[config.mk]
export PLATFORM = sky130hd
export DESIGN_NAME = updown_counter_mod_flat
export DESIGN_NICKNAME = d
export VERILOG_FILES = /design/src/rtl/updown_counter_mod_if.sv /design/src/rtl/updown_counter_mod.sv /design/src/flat_wrapper.sv
export SDC_FILE = /design/constraint.sdc
export NUM_CORES = 1
export LEC_CHECK = 0
export ABC_AREA = 0
export BUFFER_PORTS_ARGS = -buffer_cell sky130_fd_sc_hd__buf_2
export CORE_AREA = 5 5 53 51
export DETAILED_ROUTE_END_ITERATION = 8
export DIE_AREA = 0 0 58 56
export PLACE_DENSITY = 0.76
export SLEW_MARGIN = 25
export SYNTH_ARGS = -nofsm -noshare
export SYNTH_HDL_FRONTEND = slang
export SYNTH_SLANG_ARGS = --single-unit
[constraint.sdc]
create_clock -name clk -period 3.2 [get_ports clk]
set_input_delay 0.64 -clock clk [delete_from_list [all_inputs] [get_ports clk]]
set_output_delay 0.64 -clock clk [all_outputs]
set_load 0.01 [all_outputs]
[src/rtl/updown_counter_mod_if.sv]
// Control and status bundle for the parametrised up/down counter.
// master drives controls and observes status; slave is the counter itself.
interface updown_counter_mod_if #(
  parameter int WIDTH = 4,
  parameter int EVT_W = 8
);
  logic             en;
  logic             mode;
  logic [WIDTH-1:0] step;
  logic             sat_mode;
  logic             load;
  logic [WIDTH-1:0] load_val;
  logic [WIDTH-1:0] count;
  logic             at_max;
  logic             at_min;
  logic             wrap;
  logic             sat;
  logic [EVT_W-1:0] wrap_evt;

  modport master (
    output en, mode, step, sat_mode, load, load_val,
    input  count, at_max, at_min, wrap, sat, wrap_evt
  );

  modport slave (
    input  en, mode, step, sat_mode, load, load_val,
    output count, at_max, at_min, wrap, sat, wrap_evt
  );
endinterface

[src/rtl/updown_counter_mod.sv]
// Modulo up/down counter with step, load, wrap/saturate and wrap-event count; 1-cycle latency.
// No backpressure: every enabled edge updates; at_max/at_min are combinational from count.
module updown_counter_mod #(
  parameter int WIDTH   = 4,
  parameter int MODULUS = 16,
  parameter int EVT_W   = 8
) (
  input  logic              clk,
  input  logic              rst,
  updown_counter_mod_if.slave bus
);
  // One extra bit so count+step and count+MODULUS never overflow, even at MODULUS = 2**WIDTH.
  localparam logic [WIDTH:0] MOD_X = (WIDTH+1)'(MODULUS);
  localparam logic [WIDTH:0] MAX_X = MOD_X - (WIDTH+1)'(1);

  logic [WIDTH-1:0] count_q;
  logic             wrap_q;
  logic             sat_q;
  logic [EVT_W-1:0] wrap_evt_q;

  logic [WIDTH:0]   cnt_x, step_x, ld_x, s_x, sum_x;
  logic [WIDTH-1:0] upd_cnt, ld_cnt;
  logic             upd_wrap, upd_sat, upd_en, ld_clip;

  always_comb begin
    cnt_x    = {1'b0, count_q};
    step_x   = {1'b0, bus.step};
    ld_x     = {1'b0, bus.load_val};
    s_x      = (step_x > MAX_X) ? MAX_X : step_x;
    ld_clip  = (ld_x > MAX_X);
    ld_cnt   = ld_clip ? WIDTH'(MAX_X) : bus.load_val;
    sum_x    = cnt_x + s_x;
    upd_en   = bus.en && (s_x != '0);
    upd_cnt  = count_q;
    upd_wrap = 1'b0;
    upd_sat  = 1'b0;
    if (!bus.mode) begin
      if (sum_x <= MAX_X) begin
        upd_cnt = WIDTH'(sum_x);
      end else if (!bus.sat_mode) begin
        upd_cnt  = WIDTH'(sum_x - MOD_X);
        upd_wrap = 1'b1;
      end else begin
        upd_cnt = WIDTH'(MAX_X);
        upd_sat = 1'b1;
      end
    end else begin
      if (s_x <= cnt_x) begin
        upd_cnt = WIDTH'(cnt_x - s_x);
      end else if (!bus.sat_mode) begin
        upd_cnt  = WIDTH'(cnt_x + MOD_X - s_x);
        upd_wrap = 1'b1;
      end else begin
        upd_cnt = '0;
        upd_sat = 1'b1;
      end
    end
  end

  always_ff @(posedge clk) begin
    if (!rst) begin
      count_q    <= '0;
      wrap_q     <= 1'b0;
      sat_q      <= 1'b0;
      wrap_evt_q <= '0;
    end else if (bus.load) begin
      count_q    <= ld_cnt;
      wrap_q     <= 1'b0;
      sat_q      <= ld_clip;
      wrap_evt_q <= '0;
    end else if (upd_en) begin
      count_q <= upd_cnt;
      wrap_q  <= upd_wrap;
      sat_q   <= upd_sat;
      if (upd_wrap && (wrap_evt_q != '1)) begin
        wrap_evt_q <= wrap_evt_q + EVT_W'(1);
      end
    end else begin
      wrap_q <= 1'b0;
      sat_q  <= 1'b0;
    end
  end

  assign bus.count    = count_q;
  assign bus.wrap     = wrap_q;
  assign bus.sat      = sat_q;
  assign bus.wrap_evt = wrap_evt_q;
  assign bus.at_max   = (count_q == WIDTH'(MAX_X));
  assign bus.at_min   = (count_q == '0);
endmodule

[src/flat_wrapper.sv]
// flat-port wrapper written by rule: the top's interface ports become plain ports
module updown_counter_mod_flat 
#(
  parameter int WIDTH   = 4,
  parameter int MODULUS = 16,
  parameter int EVT_W   = 8
)
  (clk, rst, bus_en, bus_mode, bus_step, bus_sat_mode, bus_load, bus_load_val, bus_count, bus_at_max, bus_at_min, bus_wrap, bus_sat, bus_wrap_evt);
  updown_counter_mod_if #(.WIDTH(WIDTH), .EVT_W(EVT_W)) bus_i ();
  input  logic clk;
  input  logic rst;
  input wire logic [$bits(bus_i.en)-1:0] bus_en;
  input wire logic [$bits(bus_i.mode)-1:0] bus_mode;
  input wire logic [$bits(bus_i.step)-1:0] bus_step;
  input wire logic [$bits(bus_i.sat_mode)-1:0] bus_sat_mode;
  input wire logic [$bits(bus_i.load)-1:0] bus_load;
  input wire logic [$bits(bus_i.load_val)-1:0] bus_load_val;
  output wire logic [$bits(bus_i.count)-1:0] bus_count;
  output wire logic [$bits(bus_i.at_max)-1:0] bus_at_max;
  output wire logic [$bits(bus_i.at_min)-1:0] bus_at_min;
  output wire logic [$bits(bus_i.wrap)-1:0] bus_wrap;
  output wire logic [$bits(bus_i.sat)-1:0] bus_sat;
  output wire logic [$bits(bus_i.wrap_evt)-1:0] bus_wrap_evt;
  assign bus_i.en = bus_en;
  assign bus_i.mode = bus_mode;
  assign bus_i.step = bus_step;
  assign bus_i.sat_mode = bus_sat_mode;
  assign bus_i.load = bus_load;
  assign bus_i.load_val = bus_load_val;
  assign bus_count = bus_i.count;
  assign bus_at_max = bus_i.at_max;
  assign bus_at_min = bus_i.at_min;
  assign bus_wrap = bus_i.wrap;
  assign bus_sat = bus_i.sat;
  assign bus_wrap_evt = bus_i.wrap_evt;
  updown_counter_mod #(.WIDTH(WIDTH), .MODULUS(MODULUS), .EVT_W(EVT_W)) u_core (.clk(clk), .rst(rst), .bus(bus_i));
endmodule
-- Yosys cells after proc, flatten, opt, wreduce, memory -nomap -nowiden
Cells that the tools add are included.
- logic and storage cells: 39
- input bits: 14
- output and inout bits: 16
- register bits: 14
- order comparisons: 2
- mux-type cells: 15
- equality and inequality tests: 2
- reduce and logical (&&, ||, !) cells: 8
- add/sub/neg operators: 6
- bitwise operators: 2
- operators with widths (cell ; number):
    $mux 4 ; 7
    $add 8x1->8 const B ; 1
    $mux 1 ; 8
    $ne 8x8->1 const B ; 1
    $sub 4x4->4 ; 2
    $add 4x4->5 ; 1
    $le 5x4->1 const B ; 1
    $add 4x1->4 const B ; 1
    $eq 4x4->1 const B ; 1
    $le 4x4->1 ; 1
    $logic_not 4->1 ; 1
    $reduce_bool 4->1 ; 1
    $sub 4x1->4 const B ; 1
    $reduce_or 3->1 ; 1
    $logic_and 1x1->1 ; 2
    $not 1->1 ; 2
    $reduce_and 2->1 ; 1
    $reduce_bool 2->1 ; 1
    $reduce_or 2->1 ; 1

-- Depth between registers and ports, before layout
Gate-level depths: netlist of run 1.
- depth after elaboration: 7
- depth in mapped cells: 9
- mapped depth without buffers: 8

-- Worst setup path before layout of run 1
OpenSTA, ideal clock, no wires.
- path type: input to register
- start: in bus_step[0]
- end: reg u_core.wrap_evt_q[0] (netlist: u_core.bus.wrap_evt[0])
- arrival: 2.066 ns
- buffers on the path: 1
- stages: 8
- library setup time: 0.123 ns
- setup slack: 1.012 ns
- required time: 3.077 ns
- path through: ha_1 > fa_1 > a21boi_0 > o211a_1 > o21ai_2 > buf_6 > xor2_1 > nor2_1
- cells in the longest elaborated chain, start to end: 6
- elaborated cells on any way between the ends: 10
- classes of those cells: add/sub (1); order compare (2); mux (3); reduce/logical (4)
- RTL lines (item ; line ; text):
    start: declaration ; flat_wrapper.sv:14 ; input wire logic [$bits(bus_i.step)-1:0] bus_step;
    $add 4x4->5 ; updown_counter_mod.sv:32 ; sum_x = cnt_x + s_x;
    $le 5x4->1 ; updown_counter_mod.sv:38 ; if (sum_x <= MAX_X) begin
    $mux 1 ; updown_counter_mod.sv:38 ;
    $mux 1 ; updown_counter_mod.sv:37 ; if (!bus.mode) begin
    $logic_and 1x1->1 ; updown_counter_mod.sv:75 ; if (upd_wrap && (wrap_evt_q != '1)) begin
    $reduce_and 2->1 (no line) * ; -- ;
    end signal: assignment ; updown_counter_mod.sv:76 ; wrap_evt_q <= wrap_evt_q + EVT_W'(1);
    end: declaration ; updown_counter_mod.sv:19 ; logic [EVT_W-1:0] wrap_evt_q;
Mark *: on every way between the ends. The rest lies on a longest branch, timed or not.
A chain may end at the register's enable or synchronous reset.

-- Final worst setup path of run 1
- start: reg u_core.count_q[1] (netlist: u_core.bus.count[1])
- end: reg u_core.wrap_evt_q[5] (netlist: u_core.bus.wrap_evt[5])
- cells in the longest elaborated chain, start to end: 6
- elaborated cells on any way between the ends: 8
- classes of those cells: add/sub (1); order compare (2); mux (3); reduce/logical (2)
- RTL lines (item ; line ; text):
    start: declaration ; updown_counter_mod.sv:16 ; logic [WIDTH-1:0] count_q;
    start signal: assignment ; updown_counter_mod.sv:67 ; count_q <= ld_cnt;
    start signal: assignment ; updown_counter_mod.sv:72 ; count_q <= upd_cnt;
    $add 4x4->5 ; updown_counter_mod.sv:32 ;
    $le 5x4->1 ; updown_counter_mod.sv:38 ;
    $mux 1 ; updown_counter_mod.sv:38 ;
    $mux 1 * ; updown_counter_mod.sv:37 ;
    $logic_and 1x1->1 * ; updown_counter_mod.sv:75 ;
    $reduce_and 2->1 (no line) * ; -- ;
Marks and branches as above.

==> metrics.md, run 1 <==
| Metric | Value |
|---|---|
| Post-synth EDFFs | `0` |
| Avg WL per Cell | `14.3 um` |
| Initial drt markers | `18` |
| Count leader, synth | `dfxtp_1` |
| IO Count | `30` |
| Outcome | `finished clean` |
| Mean Syn Cell Area | `8.65 um^2` |
| CP Max Fanout | `15` |
| Critical path's slowest cell | `dfxtp_1` |
| Setup repair after global routing missed its margin | `no` |
| Post-Syn Nets | `143` |
| Residual DRC | `0` |
| Pleak | `0.542 nW` |
| Worst hold path type | `flop to flop` |
| Crit path cell chain | `inv_1, fa_1, a21boi_0, o211a_1, o21ai_2, o21ai_0, a21oi_1` |
| # hold bufs at CTS | `0` |
| CTS root buffer | `clkbuf_4` |
| Initial core utilization | `49.0%` |
| CTS H-tree depth | `1` |
| CP endpoint kind | `flop` |
| First-pass DRT Iterations | `4` |
| CTS Buf Count | `3` |
| Final period utilization | `73.0%` |
| Synth Warn # | `0` |
| Die width | `58 um` |
| Area share of the largest cell type after synthesis | `27.5%` |
| Crit path time final | `2.34 ns` |
| WP data required | `3.42 ns` |
| Worst setup SP type | `flop` |
| Area delta synth->final | `18.6%` |
| Asr flop ratio synth | `0%` |
| Initial antenna violation count | `0` |
| Max Cap Viol | `0` |
| Final cell count without fillers | `176` |
| Clock Skews | `0.0114 ns` |
| Most used DFF post-synth | `dfxtp_1` |
| Fmax | `428 MHz` |
| Cells after Synth | `118` |
| Critical path's largest stage delay | `0.49 ns` |
| Total global-route track usage | `16.9%` |
| Sequential area share after synthesis | `27.5%` |
| VDD IR-drop max | `0.241 mV` |
| Synth unique cells | `36` |
| Ant diodes | `0` |
| GRT Residual Overflow | `0` |
| TritonCTS clock tree | `done` |
| Routed Antenna Nets | `0` |
| Routed wire length | `2510 um` |
| Worst-path clk slew | `0.09 ns` |
| PostCTS Resize Cnt | `0` |
| Setup TNS Final | `0 ns` |
| Final #Nets | `175` |
| Post-Syn Area | `1020 um^2` |
| GP Congestion | `0.813` |
| CP arrival | `2.56 ns` |
| Core footprint | `2080 um^2` |
| Post-synth top cells | `dfxtp_1 (14), inv_1 (11), o21ai_0 (11)` |
| Largest net degree at the start of global routing | `16` |
| Clk_lat worst skew | `0.29 ns` |
| Power per cell area | `372 nW/um^2` |
| Vias | `984` |
| Rel. slew slack | `59.1%` |
| Via/cell ratio | `5.59` |
| Hold Fails Final Rpt | `0` |
| First-pass GRT wire length | `4300 um` |
| Final setup viols | `0` |
| Post-DP HPWL | `1980 um` |
| Crit path buffers/inverters | `1` |
| Top cells by area, synth | `dfxtp_1 (27%), ha_1 (11%), o21ai_0 (5.4%)` |
| Synth area leader | `dfxtp_1` |
| Layout fillers | `209` |
| IO buf count | `29` |
| Clock sink count | `14` |
| Layout cells sized above 1 | `26.8%` |
| Placed insts | `172` |
| Vias in the first global route | `961` |
| Top delay family on crit path | `compound AO/OA/AOI/OAI gates` |
| Total Power | `0.450 mW` |
| Post-CTS setup-driven buffer insertion count | `0` |
| # rows | `16` |
| Longest Clk Path Bufs | `2` |
| Die Area | `3250 um^2` |
| Synth Register Bits | `14` |
| Worst-margin pin slew | `0.598 ns` |
| Critical path class | `flop to flop` |
| Final Max Tran Viols | `0` |
| Die Span Y | `56 um` |
layout by cell type, fill, tap and decap left out, types with 3 or more instances in the layout:
cell type,n
buf_2,29
or3_1,6
inv_1,11
nor2b_1,3
nor2_1,5
a211oi_1,3
o21ai_0,11
nand2_1,6
a21oi_1,10
nand3_1,7
ha_1,9
nor4_1,3
clkbuf_4,3
dfxtp_1,14
path summary, 6_finish.rpt:
check	cells past startpoint	slack (ns)	end	from
min reg2reg	2	0.51	u_core.bus.wrap_evt[7]	u_core.bus.wrap_evt[7]
max	7	0.86	u_core.bus.wrap_evt[5]	u_core.bus.count[1]
min	2	0.51	u_core.bus.wrap_evt[7]	u_core.bus.wrap_evt[7]
max reg2reg	7	0.86	u_core.bus.wrap_evt[5]	u_core.bus.count[1]
stage by stage:
| step | instance area (um^2) | utilization [%] | setup slack [ns] | hold slack, ns |
|---|---|---|---|---|
| after CTS | 1210 | 58.2 | 0.886 | 0.511 |
| after floorplan | 1020 | - | 1.01 | 0.510 |
| after global placement | 1170 | 56.4 | 0.712 | 0.484 |
| final | 1210 | 58.2 | 0.865 | 0.506 |
| after global routing | 1210 | 58.2 | 0.695 | 0.546 |
| after detailed placement | 1170 | 56.4 | 0.596 | 0.498 |
layout make-up:
| class | instances | area [um^2] | share of cell area, % |
|---|---|---|---|
| timing repair buffer | 29 | 145 | 12.0 |
| sequential | 14 | 280 | 23.1 |
| tap | 27 | 33.8 | 2.79 |
| inverter | 11 | 41.3 | 3.41 |
| multi-input combinational | 91 | 674 | 55.7 |
| clock buffer | 4 | 36.3 | 3.00 |
state kept, by name (all words and copies together) (netlist names):
register and flops:
u_core.bus.wrap_evt 8, u_core.bus.count 4, u_core.bus.sat 1, u_core.bus.wrap 1
per-layer routing:
metal | global-route usage [%] | up-vias | part of all wire [%] | routed length, um
met2 | 25.5 | 27 | 46 | 1150
met1 | 22.1 | 452 | 47 | 1180
li1 | - | 499 | - | -
met4 | 7.28 | 0 | 0.96 | 24
met3 | 4.64 | 6 | 6.2 | 156
met5 | 0 | - | 0 | 0
worst min-delay path, stage by stage, from the launching register on:
cell     delay (ns)
dfxtp_1        0.33
o21ai_0        0.08
a21oi_1        0.06
cells by family after synthesis:
kind of cell / synth area share [%]
AOI/OAI and AO/OA: 26.7
buffers and inverters: 6.49
xor gates and xnor gates: 2.57
DFF: 27.5
adders and majority gates: 15.0
muxes: 0.980
and+or+nand+nor: 20.8
report_power, final:
| group | switching (mW) | total, mW | internal, mW |
|---|---|---|---|
| clock network | 0.0607 | 0.130 | 0.0694 |
| logic | 0.0738 | 0.129 | 0.0547 |
| registers | 0.0105 | 0.191 | 0.181 |
No activity file was read; power rests on OpenSTA's default activity.
==> run 2, diff against run 1 <==
--- a/config.mk
+++ b/config.mk
@@ -7,10 +7,10 @@
 export LEC_CHECK = 0
 export ABC_AREA = 0
 export BUFFER_PORTS_ARGS = -buffer_cell sky130_fd_sc_hd__buf_2
-export CORE_AREA = 5 5 53 51
+export CORE_AREA = 5 5 57 54
 export DETAILED_ROUTE_END_ITERATION = 8
-export DIE_AREA = 0 0 58 56
-export PLACE_DENSITY = 0.76
+export DIE_AREA = 0 0 62 59
+export PLACE_DENSITY = 0.7
 export SLEW_MARGIN = 25
 export SYNTH_ARGS = -nofsm -noshare
 export SYNTH_HDL_FRONTEND = slang
==> constraint.sdc (replaced) <==
create_clock -name clk -period 2.07 [get_ports clk]
set_input_delay 0.414 -clock clk [delete_from_list [all_inputs] [get_ports clk]]
set_output_delay 0.414 -clock clk [all_outputs]
set_load 0.01 [all_outputs]
==> run 2 against run 1 <==
Non-clock buffer count increased by 24. Clock power increased by 52%. Via count grew 11%. Combinational power is 140% higher. Critical path type unchanged.
==> metrics.md, run 2 (synthesis results as in run 1) <==
| Metric | Value |
|---|---|
| Core footprint | `2380 um^2` |
| Most common cell after layout, fill and taps aside | `buf_2` |
| Power per cell area | `544 nW/um^2` |
| Crit path time final | `2.02 ns` |
| Worst setup endpoint | `u_core.bus.wrap_evt[0]` |
| Most frequent cells in the layout | `buf_2 (29), buf_4 (22), dfxtp_1 (12), inv_1 (10), a21oi_1 (9)` |
| Setup TNS Final | `0 ns` |
| Fmax | `496 MHz` |
| Avg WL per Cell | `15.1 um` |
| GP Congestion | `0.828` |
| TritonCTS clock tree | `done` |
| CTS H-tree depth | `1` |
| Setup repair after global routing missed its margin | `yes` |
| Initial core utilization | `42.9%` |
| CTS Buf Count | `3` |
| Worst-path clk slew | `0.09 ns` |
| Initial antenna violation count | `0` |
| Pleak | `0.668 nW` |
| GRT Residual Overflow | `0` |
| Total global-route track usage | `17.1%` |
| Crit path cell chain | `inv_4, ha_4, fa_2, a21boi_4, o211a_1, o21ai_2, buf_6, xor2_1, nor2_1` |
| Clock Skews | `0.00549 ns` |
| Total Power | `0.798 mW` |
| Area delta synth->final | `43.8%` |
| Max Cap Viol | `0` |
| Hold Fails Final Rpt | `0` |
| Met3 wire len | `93 um` |
| Die width | `62 um` |
| Hold Slack | `0.382 ns` |
| # rows | `17` |
| Place WS | `-0.177 ns` |
| Final Max Tran Viols | `0` |
| Vias | `1089` |
| Worst Setup SP | `u_core.bus.count[0]` |
| Longest Clk Path Bufs | `2` |
| Reg2reg start | `u_core.bus.count[0]` |
| Worst setup SP type | `flop` |
| Die Span Y | `59 um` |
| DR top layer | `met4` |
| First-pass DRT Iterations | `4` |
| First-pass GRT wire length | `4820 um` |
| IO Count | `30` |
| Met1 Wirelength | `1410 um` |
| Die Area | `3660 um^2` |
| Routed wire length | `3040 um` |
| Initial drt markers | `20` |
| Final #Nets | `199` |
| Outcome | `finished clean` |
| Final period utilization | `97.4%` |
| Final setup viols | `0` |
| Rel. slew slack | `75.8%` |
| Fin worst setup slack | `0.0530 ns` |
| CP arrival | `2.17 ns` |
| Worst-margin pin slew | `0.353 ns` |
| Largest net degree at the start of global routing | `15` |
| Post-DP HPWL | `2270 um` |
| Clock sink count | `14` |
| Critical path's largest stage delay | `0.39 ns` |
| Residual DRC | `0` |
| CTS root buffer | `clkbuf_4` |
| Worst hold path type | `input pin to flop` |
| Max reg flops | `8` |
| Via/cell ratio | `5.42` |
| Met2 WL | `1510 um` |
| Clk_lat worst skew | `0.28 ns` |
| Critical path class | `flop to flop` |
| CP endpoint kind | `flop` |
| Routed Antenna Nets | `0` |
| Vias in the first global route | `1061` |
| Layout cells sized above 1 | `42.8%` |
| Worst r2r dst | `u_core.bus.wrap_evt[0]` |
| CP Max Fanout | `7` |
| Critical path's slowest cell | `dfxtp_4` |
| VDD IR-drop max | `0.655 mV` |
| IO buf count | `29` |
| Worst reg-to-reg path cell count | `9` |
| FF-to-FF setup slack | `0.05 ns` |
| Ant diodes | `0` |
| WP data required | `2.23 ns` |
run 2: power by group:
part	switching, mW	leakage [nW]	internal, mW
Clock	0.0903	0.0210	0.107
Sequential	0.0109	0.115	0.280
Combinational	0.157	0.532	0.153
run 2: how the worst min path moves through the flow:
stage | startpoint | end | depth (start not counted)
after CTS | bus_sat_mode | u_core.bus.wrap | 2
after global routing | bus_sat_mode | u_core.bus.wrap | 2
after global placement | u_core.bus.wrap_evt[7] | u_core.bus.wrap_evt[7] | 2
after floorplan | bus_sat_mode | u_core.bus.wrap | 1
final | bus_sat_mode | u_core.bus.wrap | 2
after detailed placement | u_core.bus.wrap_evt[5] | u_core.bus.wrap_evt[5] | 2
run 2: per-layer routing:
metal  vias up  track usage [%]
met3         4             1.96
met5         -                0
met4         0             2.73
met1       515             22.7
li1        548                -
met2        22             29.7
run 2: area by class of cell:
class	instances	area (um^2)
clock buffers	4	36.3
fillers	211	915
inverters	11	43.8
multi-input cells	91	734
flip-flops and latches	14	285
well taps	28	35.0
repair buffers	53	333
run 2: metrics by stage:
step | utilization [%] | cells | area (um^2)
global placement | 56.3 | 195 | 1340
CTS | 58.6 | 199 | 1400
finish | 61.6 | 201 | 1470
detailed placement | 56.3 | 195 | 1340
global route | 61.6 | 201 | 1470
floorplan | - | 118 | 1020
run 2: critical path: cells and delay by family (launching register included):
| kind | cells | cell delay [ns] |
|---|---|---|
| compound gates | 3 | 0.61 |
| fa+ha+maj | 2 | 0.51 |
| flops | 1 | 0.39 |
| buf+inv | 2 | 0.20 |
| xor+xnor | 1 | 0.15 |
| simple gates | 1 | 0.05 |
run 2: timing repair:
| action | 4_1_cts | 5_1_grt |
|---|---|---|
| setup buffers | 0 | 1 |
| hold buffers | 0 | 0 |
| gates resized for setup | 6 | 20 |
| gates cloned | 0 | 1 |
| setup endpoints to repair | 8 | 10 |
| pin swaps | 0 | 7 |
==> run 3, diff against run 2 <==
--- a/config.mk
+++ b/config.mk
@@ -7,10 +7,11 @@
 export LEC_CHECK = 0
 export ABC_AREA = 0
 export BUFFER_PORTS_ARGS = -buffer_cell sky130_fd_sc_hd__buf_2
-export CORE_AREA = 5 5 57 54
+export CORE_AREA = 5 5 60 56
+export CTS_BUF_LIST = sky130_fd_sc_hd__clkbuf_4 sky130_fd_sc_hd__clkbuf_8
 export DETAILED_ROUTE_END_ITERATION = 8
-export DIE_AREA = 0 0 62 59
-export PLACE_DENSITY = 0.7
+export DIE_AREA = 0 0 65 61
+export PLACE_DENSITY = 0.64
 export SLEW_MARGIN = 25
 export SYNTH_ARGS = -nofsm -noshare
 export SYNTH_HDL_FRONTEND = slang
==> run 3 against run 2 <==
Global-route usage down 1.4 points. Sequential power about the same. Worst setup slack better by 0.011 ns. First-iteration DRC count up 45%. Critical path depth did not move. Utilization down 8.2 points. Clock power up 3%. Power is 1.4% lower. Hold slack improved by 0.0041 ns. Maximum frequency is 0.54% higher. Combinational power decreased by 5%.
==> metrics.md, run 3 (synthesis results as in run 1) <==
| Metric | Value |
|---|---|
| Outcome | `finished clean` |
| Worst-path clk slew | `0.09 ns` |
| Longest Clk Path Bufs | `2` |
| GR Util met1 | `18.8%` |
| Post-Route Utilization | `53.5%` |
| Power per cell area | `549 nW/um^2` |
| Rel. slew slack | `70.3%` |
| VDD IR-drop max | `0.353 mV` |
| First-pass DRT Iterations | `4` |
| Ant diodes | `0` |
| Pleak | `0.645 nW` |
| Final period utilization | `96.9%` |
| Final Max Tran Viols | `0` |
| Total global-route track usage | `15.7%` |
| Core footprint | `2680 um^2` |
| CTS Buf Count | `3` |
| CTS H-tree depth | `1` |
| Critical path's largest stage delay | `0.37 ns` |
| Crit path buffers/inverters | `2` |
| CTS root buffer | `clkbuf_4` |
| Routed Antenna Nets | `0` |
| Crit path time final | `2.01 ns` |
| Clock sink count | `14` |
| Clk_lat worst skew | `0.28 ns` |
| Die width | `65 um` |
| Clock Skews | `0.000487 ns` |
| Most frequent cells in the layout | `buf_2 (29), buf_4 (18), dfxtp_1 (12), inv_1 (10), o21ai_0 (10)` |
| GRT Residual Overflow | `0` |
| CP Max Fanout | `7` |
| Max Cap Viol | `0` |
| Initial core utilization | `38.1%` |
| First-pass GRT wire length | `4710 um` |
| Worst setup SP type | `flop` |
| Crit path cell chain | `inv_2, ha_4, fa_2, a21boi_4, o211a_1, o21ai_2, buf_6, o21ai_0, a21oi_2` |
| Vias in the first global route | `1055` |
| Die Span Y | `61 um` |
| # rows | `18` |
| GP Congestion | `0.830` |
| Critical path class | `flop to flop` |
| Final #Nets | `195` |
| Internal | `0.533 mW` |
| Worst hold path type | `input pin to flop` |
| WP data required | `2.29 ns` |
| Most used routing layer in global routing | `met2` |
| Total Power | `0.787 mW` |
| Residual DRC | `0` |
| GRT met2 Usage | `28.1%` |
| Initial drt markers | `29` |
| Largest net degree at the start of global routing | `11` |
| Via/cell ratio | `5.42` |
| Layout cells sized above 1 | `41.4%` |
| Most common cell after layout, fill and taps aside | `buf_2` |
| Placed insts | `191` |
| Worst-margin pin slew | `0.434 ns` |
| Setup repair after global routing missed its margin | `yes` |
| Hold Fails Final Rpt | `0` |
| Area delta synth->final | `40.3%` |
| Final cell count without fillers | `199` |
| Vias | `1078` |
| Post-DP HPWL | `2220 um` |
| CP arrival | `2.22 ns` |
| Max reg flops | `8` |
| Setup TNS Final | `0 ns` |
| Share of total power in combinational logic | `37.2%` |
| GRT met3 Usage | `2.41%` |
| Avg WL per Cell | `14.2 um` |
| Layout fillers | `256` |
| Critical path's slowest cell | `fa_2` |
| Routed wire length | `2830 um` |
| TritonCTS clock tree | `done` |
| Top delay family on crit path | `compound AO/OA/AOI/OAI gates` |
| Initial antenna violation count | `0` |
| Final setup viols | `0` |
| Sequential power share | `37.1%` |
| Die Area | `3970 um^2` |
| IO Count | `30` |
| Switching fraction of total power | `32.3%` |
| Fmax | `498 MHz` |
| CP endpoint kind | `flop` |
| Clock share of power | `25.8%` |
| Psw | `0.255 mW` |
| IO buf count | `29` |
==> run 3: cell count changes in the layout (fill, tap and decap cells not counted), sizes merged <==
cell | previous run | this run
buf | 53 | 49
==> run 3: worst paths after layout <==
check	from	to	slack [ns]	cells after the start
worst min-delay path	bus_sat_mode	u_core.bus.wrap	0.39	2
worst min register to register	u_core.bus.wrap_evt[7]	u_core.bus.wrap_evt[7]	0.52	2
worst max register to register	u_core.bus.count[0]	u_core.bus.wrap_evt[3]	0.06	9
worst max-delay path	u_core.bus.count[0]	u_core.bus.wrap_evt[3]	0.06	9
==> run 3: layout make-up <==
type	instances	area, um^2	area share [%]
multi-input combinational	91	732	51.1
timing repair buffer	49	303	21.1
inverter	11	41.3	2.88
clock buffer	4	36.3	2.53
tap	30	37.5	2.62
sequential	14	283	19.7
==> run 3: timing repair <==
| item | CTS | global route |
|---|---|---|
| buffers inserted | 0 | 3 |
| setup endpoints to repair | 8 | 11 |
| hold buffers | 0 | 0 |
| gates cloned | 1 | 0 |
| resized for setup | 5 | 15 |
| pin swaps | 2 | 8 |
==> run 3: metrics by stage <==
stage | worst slack [ns] | instance area, um^2 | hold WS, ns
after floorplan | 0.00758 | 1020 | 0.493
after global placement | -0.0956 | 1300 | 0.478
after detailed placement | -0.177 | 1300 | 0.505
after CTS | 0.00453 | 1350 | 0.368
after global routing | -0.0425 | 1430 | 0.386
final | 0.0639 | 1430 | 0.386
==> run 3: per-layer routing <==
| metal | vias up | wire length, um |
|---|---|---|
| met5 | - | 0 |
| met4 | 0 | 51 |
| met3 | 6 | 94 |
| met2 | 27 | 1430 |
| met1 | 510 | 1250 |
| li1 | 535 | - |
==> run 3: power groups by stage <==
| stage | Sequential, mW | Combinational, mW | Clock [mW] |
|---|---|---|---|
| after detailed placement | 0.298 | 0.250 | 0 |
| after global placement | 0.297 | 0.247 | 0 |
| after CTS | 0.292 | 0.258 | 0.208 |
| after floorplan | 0.303 | 0.133 | 0 |
| final | 0.292 | 0.293 | 0.203 |
| after global routing | 0.293 | 0.322 | 0.220 |
==> run 3: worst reg2reg max path, cell delays in order (launching register included) <==
cell	delay (ns)
dfxtp_2	0.36
inv_2	0.05
ha_4	0.17
fa_2	0.37
a21boi_4	0.15
o211a_1	0.23
o21ai_2	0.19
buf_6	0.15
o21ai_0	0.12
a21oi_2	0.15
